**src/rtl/soc_bram_wb.sv**
```systemverilog
// Wishbone-classic slave front-end for a 32-bit single-port BRAM; optional post-reset zero-fill via SOC_BRAM_WB_CLEAR_EN.
// Latency: request to wb_ack = 2 edges, one access per 3 cycles; requests wait (no ack) until clear_done.
module soc_bram_wb #(
    parameter int AW = 8
) (
    input  logic          clk,
    input  logic          rst_n,
    input  logic [AW-1:0] wb_addr,
    input  logic [31:0]   wb_wdata,
    input  logic [3:0]    wb_wmsk,
    input  logic          wb_we,
    input  logic          wb_cyc,
    output logic [31:0]   wb_rdata,
    output logic          wb_ack,
    output logic [AW-1:0] bram_addr,
    output logic [31:0]   bram_wdata,
    output logic [3:0]    bram_wmsk,
    output logic          bram_we,
    input  logic [31:0]   bram_rdata,
    output logic          clear_done
);

`ifdef SOC_BRAM_WB_CLEAR_EN
    typedef enum logic [1:0] {S_CLEAR, S_IDLE, S_ACC, S_ACK} state_t;
    localparam state_t RST_STATE = S_CLEAR;
    logic [AW-1:0] clr_cnt;
`else
    typedef enum logic [1:0] {S_IDLE, S_ACC, S_ACK} state_t;
    localparam state_t RST_STATE = S_IDLE;
    assign clear_done = 1'b1;
`endif

    state_t state;

    // BRAM output is registered at the access edge, so it is valid exactly in the ack cycle.
    assign wb_rdata = wb_ack ? bram_rdata : 32'h0;

    always_ff @(posedge clk or negedge rst_n) begin
        if (!rst_n) begin
            state      <= RST_STATE;
            wb_ack     <= 1'b0;
            bram_we    <= 1'b0;
            bram_addr  <= '0;
            bram_wdata <= 32'h0;
            bram_wmsk  <= 4'hF;
`ifdef SOC_BRAM_WB_CLEAR_EN
            clr_cnt    <= '0;
            clear_done <= 1'b0;
`endif
        end else begin
            case (state)
`ifdef SOC_BRAM_WB_CLEAR_EN
                S_CLEAR: begin
                    bram_we    <= 1'b1;
                    bram_wmsk  <= 4'h0;
                    bram_wdata <= 32'h0;
                    bram_addr  <= clr_cnt;
                    clr_cnt    <= clr_cnt + AW'(1);
                    // The last zero-write is still on the port during the first IDLE
                    // cycle and lands at the next edge, before any bus access can.
                    if (clr_cnt == '1) begin
                        clear_done <= 1'b1;
                        state      <= S_IDLE;
                    end
                end
`endif
                S_IDLE: begin
                    if (wb_cyc) begin
                        bram_addr  <= wb_addr;
                        bram_wdata <= wb_wdata;
                        bram_wmsk  <= wb_wmsk;
                        bram_we    <= wb_we;
                        state      <= S_ACC;
                    end else begin
                        bram_we <= 1'b0;
                    end
                end
                S_ACC: begin
                    bram_we <= 1'b0;
                    if (wb_cyc) begin
                        wb_ack <= 1'b1;
                        state  <= S_ACK;
                    end else begin
                        state  <= S_IDLE;
                    end
                end
                S_ACK: begin
                    wb_ack <= 1'b0;
                    state  <= S_IDLE;
                end
                default: begin
                    wb_ack  <= 1'b0;
                    bram_we <= 1'b0;
                    state   <= S_IDLE;
                end
            endcase
        end
    end

endmodule

```
**config.mk**
```make
export PLATFORM = sky130hd
export DESIGN_NAME = soc_bram_wb
export DESIGN_NICKNAME = d
export VERILOG_FILES = /design/src/rtl/soc_bram_wb.sv
export SDC_FILE = /design/constraint.sdc
export NUM_CORES = 1
export LEC_CHECK = 0
export BUFFER_PORTS_ARGS = -buffer_cell sky130_fd_sc_hd__clkbuf_2
export CAP_MARGIN = 20
export CELL_PAD_IN_SITES_DETAIL_PLACEMENT = 0
export CELL_PAD_IN_SITES_GLOBAL_PLACEMENT = 2
export CORE_AREA = 2 2 99 101
export DETAILED_ROUTE_END_ITERATION = 7
export DIE_AREA = 0 0 101 103
export PLACE_DENSITY_LB_ADDON = 0.1
export SYNTH_ARGS = -nofsm -noshare
export SYNTH_HDL_FRONTEND = slang
export SYNTH_SLANG_ARGS = --single-unit
```
**constraint.sdc**
```tcl
create_clock -name clk -period 1.7 [get_ports clk]
set_input_delay 0.255 -clock clk [delete_from_list [all_inputs] [get_ports clk]]
set_output_delay 0.255 -clock clk [all_outputs]
set_load 0.01 [all_outputs]
```
==> results of run 1 <==
power groups by stage:
| stage | logic (mW) | clock network (mW) | registers [mW] |
|---|---|---|---|
| global route | 1.24 | 0.837 | 1.54 |
| detailed placement | 1.17 | 0 | 1.52 |
| global placement | 1.16 | 0 | 1.53 |
| floorplan | 0.572 | 0 | 1.61 |
| CTS | 1.17 | 0.791 | 1.51 |
| finish | 1.14 | 0.743 | 1.51 |
final cells by class:
type	instances	area [um^2]	share of cell area (%)
tap	114	143	4.43
clock buffer	8	100	3.11
sequential	48	1210	37.5
multi-input combinational	84	900	27.9
timing repair buffer	163	871	27.1
worst max-delay path by stage:
stage | start | end | slack [ps] | depth (start not counted)
floorplan | state[0] | bram_addr[0] | 380 | 4
global placement | state[0] | bram_wdata[27] | 160 | 3
detailed placement | state[0] | bram_wdata[24] | 130 | 3
CTS | state[0] | bram_wdata[24] | 120 | 3
global route | wb_ack | wb_rdata[11] | 70 | 3
finish | state[0] | bram_wdata[24] | 150 | 3
routing by layer:
layer  part of all wire [%]  vias to the layer above
met2                     51                      107
li1                       -                      783
met1                     39                      759
met3                    9.7                        2
met4                   0.32                        0
met5                      0                        -
placed cells by master, fill, tap and decap left out, drive strengths merged:
| master | count |
|---|---|
| conb | 1 |
| dfstp | 4 |
| nand2 | 1 |
| and2 | 32 |
| and3b | 1 |
| clkbuf | 165 |
| mux2 | 44 |
| dlygate4sd3 | 1 |
| dfrtp | 44 |
| buf | 5 |
| a21oi | 2 |
| nor3b | 1 |
| nor2 | 1 |
| nand3b | 1 |
synthesized netlist by cell type:
master / count / area [um^2]
buf_12: 4 / 80.1
mux2_2: 5 / 56.3
dfstp_2: 4 / 105
clkbuf_1: 3 / 11.3
buf_6: 1 / 11.3
mux2_4: 39 / 586
and3b_2: 1 / 10.0
buf_4: 1 / 7.51
nand3b_1: 1 / 7.51
nor2_1: 1 / 3.75
nor3b_2: 1 / 12.5
dfrtp_1: 44 / 1100
nand2_1: 1 / 3.75
a21oi_1: 2 / 10.0
conb_1: 1 / 3.75
and2_1: 32 / 200
stage by stage:
stage / hold WS [ps] / util, % / total power [mW] / setup WS [ps]
final: 184 / 34.0 / 3.39 / 149
after global routing: 166 / 34.0 / 3.62 / 66.8
after CTS: 166 / 34.0 / 3.47 / 116
after detailed placement: 207 / 32.9 / 2.69 / 135
after global placement: 199 / 32.9 / 2.70 / 164
after floorplan: -40.6 / - / 2.18 / 379
timing repair:
action	CTS	global route
hold buffers	1	0
resized for setup	0	0
endpoints found under the hold margin	8	0
state kept, by name, summed over array words and instances (netlist names):
name	count
bram_we	1
bram_addr	8
state	2
wb_ack	1
bram_wdata	32
bram_wmsk	4
cell families (layout without fill, tap and decap cells):
family | Yosys count | count (layout)
mux | 44 | 44
flops | 48 | 48
compound gates | 2 | 2
buf+inv | 9 | 171
simple gates | 37 | 37
other cells | 1 | 1
==> results by group, run 1 <==
Placement
  • Inst Count DP: 408
  • Routability cong.: 0.656
  • PortBufs: between 150 and 200
  • Hpwl dp: about 4200 um
  • Cell Area, Placed: 3110 um^2

Pwr
  • Sequential power share: 44.4%
  • NetSw: 0.996 mW
  • Max rail drop VDD: 0.000389 V
  • Power share of the clock group: 21.9%
  • Sw frac: roughly 29%
  • Cell internal pwr: 2.39 mW
  • Leakage Power: 1.74 nW
  • Power Dens Cells: approximately 1100 nW/um^2
  • Power share of the combinational group: 33.6%

Synthesis
  • Syn_area_per_cell: 15.7 um^2
  • Mapped Area: 2210 um^2
  • Largest family of logic cells by synthesized area: multiplexers
  • YS warnings: 0
  • Simple-Gate Fraction of Synth Area: 10.8%
  • Yosys reg bits: 48
  • Mapped Cells: 141
  • Complex-gate fraction of the synthesized area: 0.453%
  • Synthesized net count: 221
  • Post-synthesis mux area share: between 20% and 30%
  • Sequential area share after synthesis: 54.6%
  • Post-synthesis adder-cell area fraction: 0%
  • Synth unique cells: 16
  • Post-Synth XOR/XNOR Area: 0%

Clock tree
  • Post-CTS setup buffer count: 0
  • Clock latency at the later pin of the worst-skew pair: about 300 ps
  • Total CTS buffers: 5
  • Clk root buf: clkbuf_8
  • Sink Count: 48
  • CTS H-tree depth: 2
  • Clock Pin Slew Worst Setup and Hold Paths: 90 ps
  • CTS tree: yes
  • CTS max path bufs: 2

Run
  • Max-cap violations: 0

Layout
  • Filler Cells Inserted: 954
  • Area Overhead vs Synth: 45.7%
  • Number of nets in the layout: 382
  • Fraction of layout cells with a size suffix above 1: 72.3%
  • Diode count: 0
  • Final Instance Area: between 3000 and 4000 um^2
  • Layout Cells excl Fill: 417

Global route
  • Grt met2 use: ~18%
  • Initial antenna violation count: 0
  • Pin count of the biggest net entering global routing: 28
  • Met3 usage: 2.37%
  • Total grt overflow: 0
  • Tot GR Track Use: 9.70%
  • Global-route wire length before repair: 7690 um
  • Vias in the first global route: approximately 1600
  • Met1 usage: 11.1%
  • Busiest layer in global routing: met2

Critical path
  • FF-to-FF End: bram_wdata[24]
  • R2R Setup Slk: between 100 and 150 ps
  • Critical Path AT: 1740 ps
  • Worst path slowest cell: dfrtp_1
  • Crit Path Max Fanout: 18
  • Worst setup SP type: flop
  • Worst endpoint required time: 1880 ps
  • Worst path bufs/invs: 1
  • Crit-path max cell delay: approximately 440 ps
  • Type of destination of the critical path: flop
  • Reg2reg start: state[0]
  • Critical path type: flop to flop
  • Worst reg-to-reg path cell count: 3
  • Cells along the critical path: nor3b_4, buf_4, mux2_2
  • CP delay by family, top: flip-flops

Routing
  • DRC Markers: 0
  • Post-DRT Antenna Nets: 0
  • DR pass1 iterations: 4
  • Vias per cell: slightly below 4
  • Vias: 1651
  • DRT iter0 DRCs: 28
  • Final WL: 5350 um
  • WL/cell: 12.8 um

STA
  • Fmax: 0.645 GHz
  • Endpoints failing hold: 0
  • Post-route clock period utilization: 91.2%
  • Fin. max-slew vios: 0
  • Worst clock skew: 9.21 ps
  • Setup TNS: 0 ps
  • Final setup fails: 0
  • RSZ-0062 raised after global routing: false
  • Crit path time final: 1550 ps

Floorplan
  • Die height: 103 um
  • Die footprint: 10400 um^2
  • Row cnt: 36
  • Initial Util: 23.4%
  • Die X: 101 um
  • I/O pin cnt: 159
  • Placeable Area: roughly 9500 um^2

Worst hold path
  • Hold path endpoint: bram_wmsk[3]
  • Hold Path Depth: 2
  • Worst hold path class: primary input to flop
  • Hold Startpoint: wb_wmsk[3]

Status
  • Status: complete, no violations
No activity file was read; power rests on OpenSTA's default activity.
==> inputs of run 2 (changes only) <==
--- a/config.mk
+++ b/config.mk
@@ -5,7 +5,7 @@
 export SDC_FILE = /design/constraint.sdc
 export NUM_CORES = 1
 export LEC_CHECK = 0
-export BUFFER_PORTS_ARGS = -buffer_cell sky130_fd_sc_hd__clkbuf_2
+export BUFFER_PORTS_ARGS = -buffer_cell sky130_fd_sc_hd__buf_4
 export CAP_MARGIN = 20
 export CELL_PAD_IN_SITES_DETAIL_PLACEMENT = 0
 export CELL_PAD_IN_SITES_GLOBAL_PLACEMENT = 2
==> results by group, run 2 (synthesized netlist as in run 1, its figures left out) <==
Critical path
  • Type of destination of the critical path: output port
  • Critical Path AT: 1260 ps
  • Worst path slowest cell: dfrtp_1
  • Critical path type: flop to output port
  • CP delay by family, top: flip-flops
  • Worst endpoint required time: 1440 ps
  • Crit-path max cell delay: 490 ps
  • Worst setup SP type: flop
  • Crit Path Max Fanout: 24
  • Cells along the critical path: buf_12, and2_1, buf_4
  • Worst path bufs/invs: 2

Pwr
  • Leakage Power: 1.83 nW
  • Sw frac: 27.5%
  • Cell internal pwr: between 2 and 3 mW
  • Max rail drop VDD: 0.000423 V
  • NetSw: between 0.9 and 1 mW
  • Power share of the clock group: 19.1%
  • Power Dens Cells: 990 nW/um^2
  • Sequential power share: 42.4%
  • Power share of the combinational group: between 30% and 40%

STA
  • Setup TNS: 0 ps
  • Endpoints failing hold: 0
  • RSZ-0062 raised after global routing: false
  • Crit path time final: 1520 ps
  • Final setup fails: 0
  • Fmax: 0.659 GHz
  • Post-route clock period utilization: between 80% and 90%
  • Worst-margin pin slew: just over 600 ps
  • Slew margin rel.: between 50% and 60%
  • Fin. max-slew vios: 0
  • Worst clock skew: around 4.2 ps

Global route
  • Vias in the first global route: 1540
  • Global-route wire length before repair: 7760 um
  • Tot GR Track Use: 9.59%
  • Initial antenna violation count: 0
  • Pin count of the biggest net entering global routing: 49
  • Total grt overflow: 0

Placement
  • Routability cong.: 0.638
  • Inst Count DP: 406
  • Hpwl dp: 4030 um
  • PortBufs: 157

Clock tree
  • Total CTS buffers: 5
  • CTS tree: yes
  • CTS max path bufs: 2
  • Sink Count: 48
  • Clock Pin Slew Worst Setup and Hold Paths: around 80 ps
  • Clk root buf: clkbuf_8
  • CTS H-tree depth: 2
  • Clock latency at the later pin of the worst-skew pair: 290 ps

Routing
  • Post-DRT Antenna Nets: 0
  • DRC Markers: 0
  • WL/cell: roughly 13 um
  • Vias per cell: around 3.9
  • DR pass1 iterations: 4
  • DRT iter0 DRCs: 23
  • Vias: 1639
  • Final WL: 5310 um

Layout
  • Commonest non-fill, non-tap cell in the layout: buf_4
  • Top Registers: bram_wdata: 32 flops, bram_addr: 8 flops, bram_wmsk: 4 flops
  • Most frequent cells in the layout: buf_4, dfrtp_1, mux2_4, and2_1, clkbuf_8
  • Diode count: 0
  • Max reg flops: 32
  • Number of nets in the layout: 380
  • Top reg by flops: bram_wdata
  • Layout Cells excl Fill: 415
  • Area Overhead vs Synth: 62.3%
  • Filler Cells Inserted: 912
  • Fraction of layout cells with a size suffix above 1: 71.8%

Worst hold path
  • Worst hold path class: primary input to flop

Floorplan
  • Die height: 103 um
  • Placeable Area: 9460 um^2
  • Initial Util: 23.4%
  • Die footprint: 10400 um^2
  • Die X: 101 um
  • I/O pin cnt: 159
  • Row cnt: 36

Run
  • Max-cap violations: 0

Status
  • Status: complete, no violations
[run 2: cell count changes in the layout (fill, tap and decap cells not counted), sizes merged]
cell	change
buf	+155
clkbuf	-157
[run 2: path summary, 6_finish.rpt]
kind / startpoint / end / slack, ps / depth (start not counted)
setup / recovery: wb_ack / wb_rdata[11] / 180 / 3
hold / removal: wb_wmsk[3] / bram_wmsk[3] / 190 / 2
setup reg to reg: state[0] / bram_wdata[25] / 220 / 3
hold reg to reg: bram_wdata[27] / bram_wdata[27] / 510 / 1
max in group asynchronous: rst_n / bram_wdata[5] / 780 / 2
min in group asynchronous: rst_n / bram_addr[5] / 520 / 2
[run 2: stage by stage]
| stage | utilization [%] | power, mW | area [um^2] | setup WS [ps] | hold slack, ps |
|---|---|---|---|---|---|
| floorplan | - | 2.18 | 2210 | 379 | -40.6 |
| global placement | 36.9 | 2.93 | 3490 | 225 | 323 |
| detailed placement | 36.9 | 2.92 | 3490 | 228 | 317 |
| CTS | 37.9 | 3.63 | 3590 | 142 | 173 |
| global route | 37.9 | 3.78 | 3590 | 68.8 | 169 |
| finish | 37.9 | 3.55 | 3590 | 183 | 191 |
[run 2: cell type report]
type	instances	area, um^2	share of cell area [%]
tap	114	143	3.98
sequential	48	1210	33.6
clock buffer	8	90.1	2.51
timing repair buffer	161	1250	34.8
multi-input combinational	84	900	25.1
[run 2: power by group through the flow]
stage,combinational [mW],sequential (mW),clock (mW)
global route,1.47,1.54,0.770
floorplan,0.572,1.61,0
CTS,1.39,1.51,0.727
finish,1.37,1.51,0.679
global placement,1.39,1.53,0
detailed placement,1.39,1.53,0
[run 2: metal layers]
| metal | vias up | track usage (%) | part of all wire, % |
|---|---|---|---|
| met3 | 2 | 2.92 | 11 |
| met5 | - | 0 | 0 |
| met4 | 0 | 2.81 | 0.57 |
| li1 | 786 | - | - |
| met1 | 745 | 11.8 | 39 |
| met2 | 106 | 16.3 | 50 |
[run 2: what timing repair did]
action	in CTS	in global routing
hold endpoints to repair	31	0
gates resized for setup	0	0
hold buffers	1	0
buffers inserted	0	0
